$ cat config.mk
export PLATFORM = sky130hd
export DESIGN_NAME = regfile_wb_arbiter
export DESIGN_NICKNAME = d
export VERILOG_FILES = /design/src/rtl/regfile_pkg.sv /design/src/rtl/rr_pick.sv /design/src/rtl/regfile_wb_arbiter.sv
export SDC_FILE = /design/constraint.sdc
export NUM_CORES = 1
export LEC_CHECK = 0
export CAP_MARGIN = 20
export CELL_PAD_IN_SITES_DETAIL_PLACEMENT = 1
export CELL_PAD_IN_SITES_GLOBAL_PLACEMENT = 1
export CORE_AREA = 2 2 102 104
export DETAILED_ROUTE_END_ITERATION = 6
export DIE_AREA = 0 0 104 106
export GPL_TIMING_DRIVEN = 1
export PLACE_DENSITY = 0.8
export SETUP_SLACK_MARGIN = 0.05
export SLEW_MARGIN = 20
export SYNTH_ARGS = -nofsm -noshare
export SYNTH_HDL_FRONTEND = slang
export SYNTH_SLANG_ARGS = --single-unit
$ cat constraint.sdc
create_clock -name clk -period 2.4 [get_ports clk]
set_clock_uncertainty 0.05 [all_clocks]
set_input_delay 0.36 -clock clk [delete_from_list [all_inputs] [get_ports clk]]
set_output_delay 0.36 -clock clk [all_outputs]
set_load 0.02 [all_outputs]
$ cat src/rtl/regfile_pkg.sv
// -----------------------------------------------------------------------------
// regfile_pkg
// Shared constants and types for the 32x32 register file and its write-back
// arbiter.
//   RF_AW / RF_DW : register address / data width
//   RF_NREGS      : number of architectural registers
//   RF_ZERO_REG   : index of the hard-wired zero register (writes dropped)
//   RF_NREQ       : default number of write-back producers
//   req_idx_t     : requester index type for the default producer count
// -----------------------------------------------------------------------------
package regfile_pkg;

   localparam int RF_AW       = 5;
   localparam int RF_DW       = 32;
   localparam int RF_NREGS    = 32;
   localparam int RF_ZERO_REG = 0;
   localparam int RF_NREQ     = 3;

   typedef logic [$clog2(RF_NREQ)-1:0] req_idx_t;

endpackage

$ cat src/rtl/rr_pick.sv
// -----------------------------------------------------------------------------
// rr_pick
// Combinational one-hot picker. The search starts at (i_ptr+1) mod N and
// wraps, so the requester just after the pointer has highest priority.
// Tying i_ptr to N-1 gives plain fixed priority (index 0 first).
// Ports:
//   i_req [N]  : request vector
//   i_ptr [PW] : last-granted index
//   o_gnt [N]  : one-hot grant (zero when no request)
//   o_idx [PW] : binary index of the granted requester
//   o_any      : a grant was issued
// -----------------------------------------------------------------------------
module rr_pick #(
   parameter int N  = 3,
   parameter int PW = 2
) (
   input  logic [N-1:0]  i_req,
   input  logic [PW-1:0] i_ptr,
   output logic [N-1:0]  o_gnt,
   output logic [PW-1:0] o_idx,
   output logic          o_any
);

   always_comb begin
      int   j;
      logic found;
      j     = 0;
      found = 1'b0;
      o_gnt = '0;
      o_idx = '0;
      for (int k = 1; k <= N; k++) begin
         j = (int'(i_ptr) + k) % N;
         if (!found && i_req[j]) begin
            o_gnt[j] = 1'b1;
            o_idx    = PW'(j);
            found    = 1'b1;
         end
      end
      o_any = found;
   end

endmodule

$ cat src/rtl/regfile_wb_arbiter.sv
// -----------------------------------------------------------------------------
// regfile_wb_arbiter
// Write-back arbiter for the register file's single write port. Grants at most
// one producer per cycle (valid/ready) and registers the winner onto
// w_en/write_addr/write_data/grant_id one cycle later.
// Compile-time option: RF_ARB_RR_EN defined -> round-robin arbitration with a
// last-grant pointer; undefined -> fixed priority, lowest index wins.
// Ports:
//   clk, reset (sync, active high), stall (blocks all grants)
//   req_valid/req_ready [NREQ], req_addr [NREQ*AW], req_data [NREQ*DW]
//   w_en, write_addr, write_data : register-file write port
//   pend_valid : in-flight write for hazard detection (same as w_en)
//   grant_id   : requester that produced the current output slot
// -----------------------------------------------------------------------------
module regfile_wb_arbiter
   import regfile_pkg::*;
#(
   parameter int NREQ = RF_NREQ,
   parameter int AW   = RF_AW,
   parameter int DW   = RF_DW,
   localparam int IW  = (NREQ > 1) ? $clog2(NREQ) : 1
) (
   input  logic                 clk,
   input  logic                 reset,
   input  logic                 stall,
   input  logic [NREQ-1:0]      req_valid,
   output logic [NREQ-1:0]      req_ready,
   input  logic [NREQ*AW-1:0]   req_addr,
   input  logic [NREQ*DW-1:0]   req_data,
   output logic                 w_en,
   output logic [AW-1:0]        write_addr,
   output logic [DW-1:0]        write_data,
   output logic                 pend_valid,
   output logic [IW-1:0]        grant_id
);

   logic [NREQ-1:0] w_req;
   logic [NREQ-1:0] w_gnt;
   logic [IW-1:0]   w_idx;
   logic [IW-1:0]   w_ptr;
   logic            w_any;
   logic [AW-1:0]   w_sel_addr;
   logic [DW-1:0]   w_sel_data;

   logic            r_wen;
   logic [AW-1:0]   r_addr;
   logic [DW-1:0]   r_data;
   logic [IW-1:0]   r_gid;

   // Reset is folded in here so no handshake completes in a reset cycle.
   assign w_req = (stall || reset) ? '0 : req_valid;

   rr_pick #(
      .N  (NREQ),
      .PW (IW)
   ) u_pick (
      .i_req (w_req),
      .i_ptr (w_ptr),
      .o_gnt (w_gnt),
      .o_idx (w_idx),
      .o_any (w_any)
   );

`ifdef RF_ARB_RR_EN
   logic [IW-1:0] r_ptr;

   // Pointer follows every transfer, including dropped zero-register writes.
   always_ff @(posedge clk) begin
      if (reset) begin
         r_ptr <= IW'(NREQ - 1);
      end else if (w_any) begin
         r_ptr <= w_idx;
      end
   end

   assign w_ptr = r_ptr;
`else
   assign w_ptr = IW'(NREQ - 1);
`endif

   assign w_sel_addr = req_addr[int'(w_idx)*AW +: AW];
   assign w_sel_data = req_data[int'(w_idx)*DW +: DW];

   // Output slot: a zero-register write still completes its handshake and
   // records grant_id, but never raises the write enable.
   always_ff @(posedge clk) begin
      if (reset) begin
         r_wen  <= 1'b0;
         r_addr <= '0;
         r_data <= '0;
         r_gid  <= '0;
      end else if (w_any) begin
         r_wen  <= (w_sel_addr != AW'(RF_ZERO_REG));
         r_addr <= w_sel_addr;
         r_data <= w_sel_data;
         r_gid  <= w_idx;
      end else begin
         r_wen  <= 1'b0;
      end
   end

   assign req_ready  = w_gnt;
   assign w_en       = r_wen;
   assign pend_valid = r_wen;
   assign write_addr = r_addr;
   assign write_data = r_data;
   assign grant_id   = r_gid;

endmodule

==> impl_metrics.toml, run 1 <==
[global_routing]
antenna_found_initial = 0
grt_util_all_layers_pct = 16.85
grt_pass1_wl_mm = 14.90
grt_max_degree = 39
overflow = 0
grt_pass1_vias = 2912

[cts]
root_buffer = "clkbuf_8"
cts_hold_buf = 0
cts.clk_slew.worst_paths_ps = 70
cts_buffer_depth = 2
clkSinkCount = 40
insertion_delay_ps = 280
h-tree-depth = 2
cts_tree = "done"
numCtsBuffers = 5

[detailed_routing]
drc = 0
drtPass1Iterations = 4
drt_wl_total_mm = 9.527
drt-vias-per-instance = 4.725
post_drt_wl_per_cell_um = 16.68
dr.first_iter.drc_count = 44
drtAntennaViolNets = 0
vias = 2698

[placement]
place_area_sq_um = 4111
port_buffers = 160
hpwl_mm = 7.130
gp_congestion = 0.7140
placed_cells = 566

[power_and_ir_drop]
ir_drop_mv = 0.1864
power_w = 0.001749
leakagePower_nw = 1.620
p_per_area_nw_per_um2 = 417.5

[critical_path]
critPathRequiredTime_ps = 1990
cp-start-kind = "input port"
critPathKind = "in -> out"
worstPathArrival_ps = 1780
cp_max_fo = 2
end_kind = "primary output"

[timing]
period_share_pct = 91.13
period_minus_slack_ps = 2187
clock.fmax_ghz = 0.4572
hold_viol_final = 0
max-slew-margin-rel_pct = 48.61
setup_tns_ps = 0
setup_viol = 0
rsz0062_at_grt = "no"
hold-worst-slack_ps = 311.2
final_max_slew_viol_count = 0
worstMarginPinSlew_ps = 766.3

[yosys]
syn_inst = 280
syn_nets = 397
synth_top_cell_area_share_pct = 34.58
synth_area_sq_um = 2316
yosys-top-cells-area = "dfxtp_1 (35%), mux2i_1 (13%), nand2_1 (11%)"
synth_top_cell_by_area = "dfxtp_1"
synth_cell_types = 28
ys_seq_area_share_pct = 34.58
synth-seq-cells = 40
synth.avg_cell_area_sq_um = 8.271
ys_warn_count = 0

[floorplan]
chipHeight_um = 106
io_pins = 161
start_util_pct = 23.16
die_w_um = 104
row_count = 37
die-area_sq_um = 11020
coreArea_sq_um = 10000

[flow_run]
maxCapViolCount = 0

[final_layout]
fin_nets = 554
area_growth_pct = 80.82
insertedDiodeCount = 0
nFillCells = 1208
post-route-cell-area_sq_um = 4188
layout-drive-gt1-share_pct = 11.03
layoutNonFillerInstCount = 571

[run_status]
outcome = "complete, no violations"

[hold_path]
worstHoldPathType = "in -> reg"
-- state kept, by name, indices dropped and copies added, names as in the netlist --
name	count
write_data	32
grant_id	2
pend_valid	1
write_addr	5
-- cell usage in the layout, fill, tap and decap left out, drive strengths merged --
cell and n:
o21ai 8, o31ai 1, dfxtp 40, and3 24, and2 2, dlymetal6s2s 1
clkinv 1, a211oi 30, nand3b 1, o22ai 1, mux2i 29, nor4 1
buf 18, a31o 1, nor3 3, inv 6, clkdlybuf4s50 156, a2bb2oi 6
nor2 12, a31oi 1, clkbuf 5, or4b 1, a21oi 8, o41ai 3
a22oi 7, nand2 67, dlygate4sd2 2
-- layout make-up --
type / count / area (sq um) / area share [%]
Sequential cell: 40 / 800.8 / 19.12
Tap cell: 136 / 170.2 / 4.063
Inverter: 7 / 31.28 / 0.7469
Multi-Input combinational cell: 206 / 1368 / 32.66
Timing Repair Buffer: 177 / 1749 / 41.77
Clock buffer: 5 / 68.82 / 1.643
-- critical path, cell delays in order --
cell	delay (ps)
clkdlybuf4s50_1	430
or4b_4	600
clkinv_4	60
dlygate4sd2_1	320
-- power breakdown --
group          total [W]  switching, W  internal (W)
clock           0.000419      0.000231      0.000188
combinational   0.000594      0.000249      0.000346
sequential      0.000735     0.0000242      0.000711
total            0.00175      0.000504       0.00125
-- cells by family after synthesis --
group | synth area share (%)
multiplexers | 12.53
buffers and inverters | 7.455
flip-flops | 34.58
AO/OA/AOI/OAI | 23.77
AND/OR/NAND/NOR | 21.66
-- metal layers --
| layer | wire (um) | global-route usage [%] | up-vias | part of all wire [%] |
|---|---|---|---|---|
| met4 | 70 | 3.089 | 0 | 0.73 |
| met3 | 657 | 5.089 | 7 | 6.9 |
| met1 | 4006 | 18.65 | 1286 | 42 |
| met2 | 4793 | 31.95 | 105 | 50 |
| met5 | 0 | 0 | - | 0 |
| li1 | - | - | 1300 | - |
-- synthesized netlist by cell type --
master / n
o22ai_1: 1
nand2_1: 67
buf_2: 5
buf_6: 4
a31o_2: 1
a22oi_1: 7
o41ai_1: 3
inv_1: 6
a2bb2oi_1: 6
nand3b_1: 1
o21ai_0: 7
o21ai_1: 1
nor4_1: 1
mux2i_1: 29
a31oi_1: 1
and3_1: 24
and2_1: 2
a211oi_1: 13
nor2_1: 12
nor3_1: 3
o31ai_1: 1
clkbuf_1: 17
a21oi_1: 8
dfxtp_1: 40
clkinv_4: 1
a211oi_2: 17
buf_4: 1
or4b_4: 1
-- stage by stage --
step           utilization (%)  setup WS (ps)
2_1_floorplan                -          563.4
3_3_place_gp             41.12         -63.36
3_5_place_dp             41.12         -140.9
4_1_cts                  41.80          84.88
5_1_grt                  41.88          192.0
6_report                 41.88          213.0
-- path summary, 6_finish.rpt --
kind                                                  start  slack, ps                          end  cells after the start
worst min-delay path                                  reset        310  write_data[23]$_SDFFE_PP0P_                      2
worst max-delay path                           req_valid[0]        210                 req_ready[1]                      4
worst min register to register  write_data[23]$_SDFFE_PP0P_        410  write_data[23]$_SDFFE_PP0P_                      2
worst max register to register  write_data[27]$_SDFFE_PP0P_       1620  write_data[27]$_SDFFE_PP0P_                      2
-- what timing repair did --
action / CTS / global route
resized for setup: 3 / 1
setup buffers: 0 / 0
hold endpoints to repair: 0 / 0
pin swaps: 0 / 0
setup endpoints to repair: 3 / 1
(Power assumes the default switching activity.)
==> run 2: changes to the inputs <==
--- a/config.mk
+++ b/config.mk
@@ -5,6 +5,7 @@
 export SDC_FILE = /design/constraint.sdc
 export NUM_CORES = 1
 export LEC_CHECK = 0
+export ABC_CLOCK_PERIOD_IN_PS = 2400
 export CAP_MARGIN = 20
 export CELL_PAD_IN_SITES_DETAIL_PLACEMENT = 1
 export CELL_PAD_IN_SITES_GLOBAL_PLACEMENT = 1
@@ -13,6 +14,7 @@
 export DIE_AREA = 0 0 104 106
 export GPL_TIMING_DRIVEN = 1
 export PLACE_DENSITY = 0.8
+export REMOVE_ABC_BUFFERS = 1
 export SETUP_SLACK_MARGIN = 0.05
 export SLEW_MARGIN = 20
 export SYNTH_ARGS = -nofsm -noshare
==> run 2 against run 1 <==
Net effect: fmax is 0.12% higher; wire length down 3.1%; register-to-register slack got worse by 30 ps; via count down 0.48%.
==> impl_metrics.toml, run 2 (synthesis gave the netlist of run 1 again) <==
[run_status]
outcome = "complete, no violations"

[final_layout]
post-route-util_pct = 42.32
layoutNonFillerInstCount = 575
insertedDiodeCount = 0
regArea_sq_um = 800.8
fin_nets = 556
layout-drive-gt1-share_pct = 11.39
nFillCells = 1217
final_cell_mix = "clkdlybuf4s50_1 (156), nand2_1 (67), dfxtp_1 (40)"
multi_input_area_sq_um = 1360
area_growth_pct = 82.71
largest_register_ffs = 32
post-route-cell-area_sq_um = 4232
layout_commonest_cell = "clkdlybuf4s50_1"

[power_and_ir_drop]
p_int_w = 0.001316
p_seq_share_pct = 40.3
combPwrFrac_pct = 32.6
power.switching_w = 0.0005087
switching_share_pct = 27.88
ir_drop_mv = 0.2286
p_per_area_nw_per_um2 = 431.3
leakagePower_nw = 1.632
pwr-share-clk_pct = 27.1

[cts]
cts_buffer_depth = 2
clkSinkCount = 40
numCtsBuffers = 5
root_buffer = "clkbuf_8"
insertion_delay_ps = 280
cts.clk_slew.worst_paths_ps = 80
cts_tree = "done"
h-tree-depth = 2

[critical_path]
cp-start-kind = "input port"
crit_slowest_cell = "or4b_4"
critical_path_buf_inv_count = 3
cp_top_family = "buffers and inverters"
critPathRequiredTime_ps = 1990
r2r_cells = 2
end_kind = "primary output"
worst_r2r_endpoint = "write_data[21]$_SDFFE_PP0P_"
worstPathArrival_ps = 1770
reg2reg_from = "write_data[21]$_SDFFE_PP0P_"
critPathKind = "in -> out"
rrSetupSlack_ps = 1590
cp_max_fo = 2
path_cells = "clkdlybuf4s50_1 > or4b_4 > clkinv_4 > dlygate4sd2_1"
max_stage_delay_ps = 590

[hold_path]
whs_endpoint = "write_addr[2]$_SDFFE_PP0P_"
hold_depth = 3
worstHoldPathType = "in -> reg"
min_from = "reset"

[global_routing]
grt_util_all_layers_pct = 16.28
grt_pass1_vias = 2927
antenna_found_initial = 0
grt_pass1_wl_mm = 14.52
overflow = 0
grt_max_degree = 32

[timing]
period_share_pct = 91.02
period_minus_slack_ps = 2185
hold-worst-slack_ps = 402.4
clock.fmax_ghz = 0.4578
max-slew-margin-rel_pct = 54.70
final_max_slew_viol_count = 0
worstMarginPinSlew_ps = 673.7
setup_tns_ps = 0
hold_viol_final = 0
rsz0062_at_grt = "no"
setup_viol = 0

[floorplan]
coreArea_sq_um = 10000
io_pins = 161
chipHeight_um = 106
die-area_sq_um = 11020
start_util_pct = 23.16
die_w_um = 104
row_count = 37

[placement]
placed_cells = 568
port_buffers = 160
place_area_sq_um = 4139
gp_congestion = 0.7643
hpwl_mm = 7.111

[detailed_routing]
post_drt_wl_per_cell_um = 16.06
vias = 2685
drtPass1Iterations = 4
drtAntennaViolNets = 0
drt-vias-per-instance = 4.670
drc = 0
dr.first_iter.drc_count = 69
drt_wl_total_mm = 9.236

[flow_run]
maxCapViolCount = 0
run 2: changes by cell type in the layout (fill, tap and decap cells not counted), sizes merged:
cell          previous run  this run
clkbuf                   5         7
dlygate4sd2              2         3
dlymetal6s2s             1         0
buf                     18        20
run 2: power by group through the flow:
stage,clock (W),combinational [W],sequential [W]
2_1_floorplan,0,0.000154,0.000809
3_3_place_gp,0,0.000591,0.000749
3_5_place_dp,0,0.000602,0.000752
4_1_cts,0.000521,0.000605,0.000737
5_1_grt,0.000549,0.000639,0.000742
6_report,0.000494,0.000595,0.000736
run 2: what timing repair did:
item	4_1_cts	5_1_grt
hold buffers	0	0
setup endpoints to repair	3	0
resized for setup	3	0
endpoints found under the hold margin	0	0
setup buffers	0	0
run 2: stage by stage:
stage / setup slack [ps] / power [W]
after floorplan: -103.3 / 0.0009626
after global placement: -77.33 / 0.001340
after detailed placement: -57.95 / 0.001354
after CTS: 202.1 / 0.001862
after global routing: 162.7 / 0.001930
final: 215.5 / 0.001825
run 2: layout make-up:
class                   count  area share, %
clock buffers               7          2.277
inverters                   7         0.7392
multi-input cells         206          32.14
flip-flops and latches     40          18.92
well taps                 136          4.021
repair buffers            179          41.90
run 2: per-layer routing:
layer  routed length, um  GRT usage (%)  vias up  share of wire (%)
met2                4672          30.83      106                 51
met3                 721          5.763        8                7.8
met1                3763          17.53     1264                 41
met4                  78          2.992        0               0.84
met5                   0              0        -                  0
li1                    -              -     1307                  -
run 2: worst max path at each step:
stage,endpoint,from,cells past startpoint
finish,req_ready[1],req_valid[0],4
global route,req_ready[1],req_valid[0],4
CTS,req_ready[1],req_valid[0],4
detailed placement,req_ready[1],req_valid[0],4
global placement,req_ready[1],req_valid[0],4
floorplan,write_addr[0]$_SDFFE_PP0P_,stall,4
run 2: worst min-delay path: stages:
cell and delay, ps:
buf_2 130, buf_4 170, a211oi_2 40
==> run 3: changes to the inputs <==
--- a/config.mk
+++ b/config.mk
@@ -10,6 +10,7 @@
 export CELL_PAD_IN_SITES_DETAIL_PLACEMENT = 1
 export CELL_PAD_IN_SITES_GLOBAL_PLACEMENT = 1
 export CORE_AREA = 2 2 102 104
+export CTS_CLUSTER_DIAMETER = 150
 export DETAILED_ROUTE_END_ITERATION = 6
 export DIE_AREA = 0 0 104 106
 export GPL_TIMING_DRIVEN = 1
==> results of run 3 <==
Same layout as run 2: the final DEF is identical, and so are final timing and power.
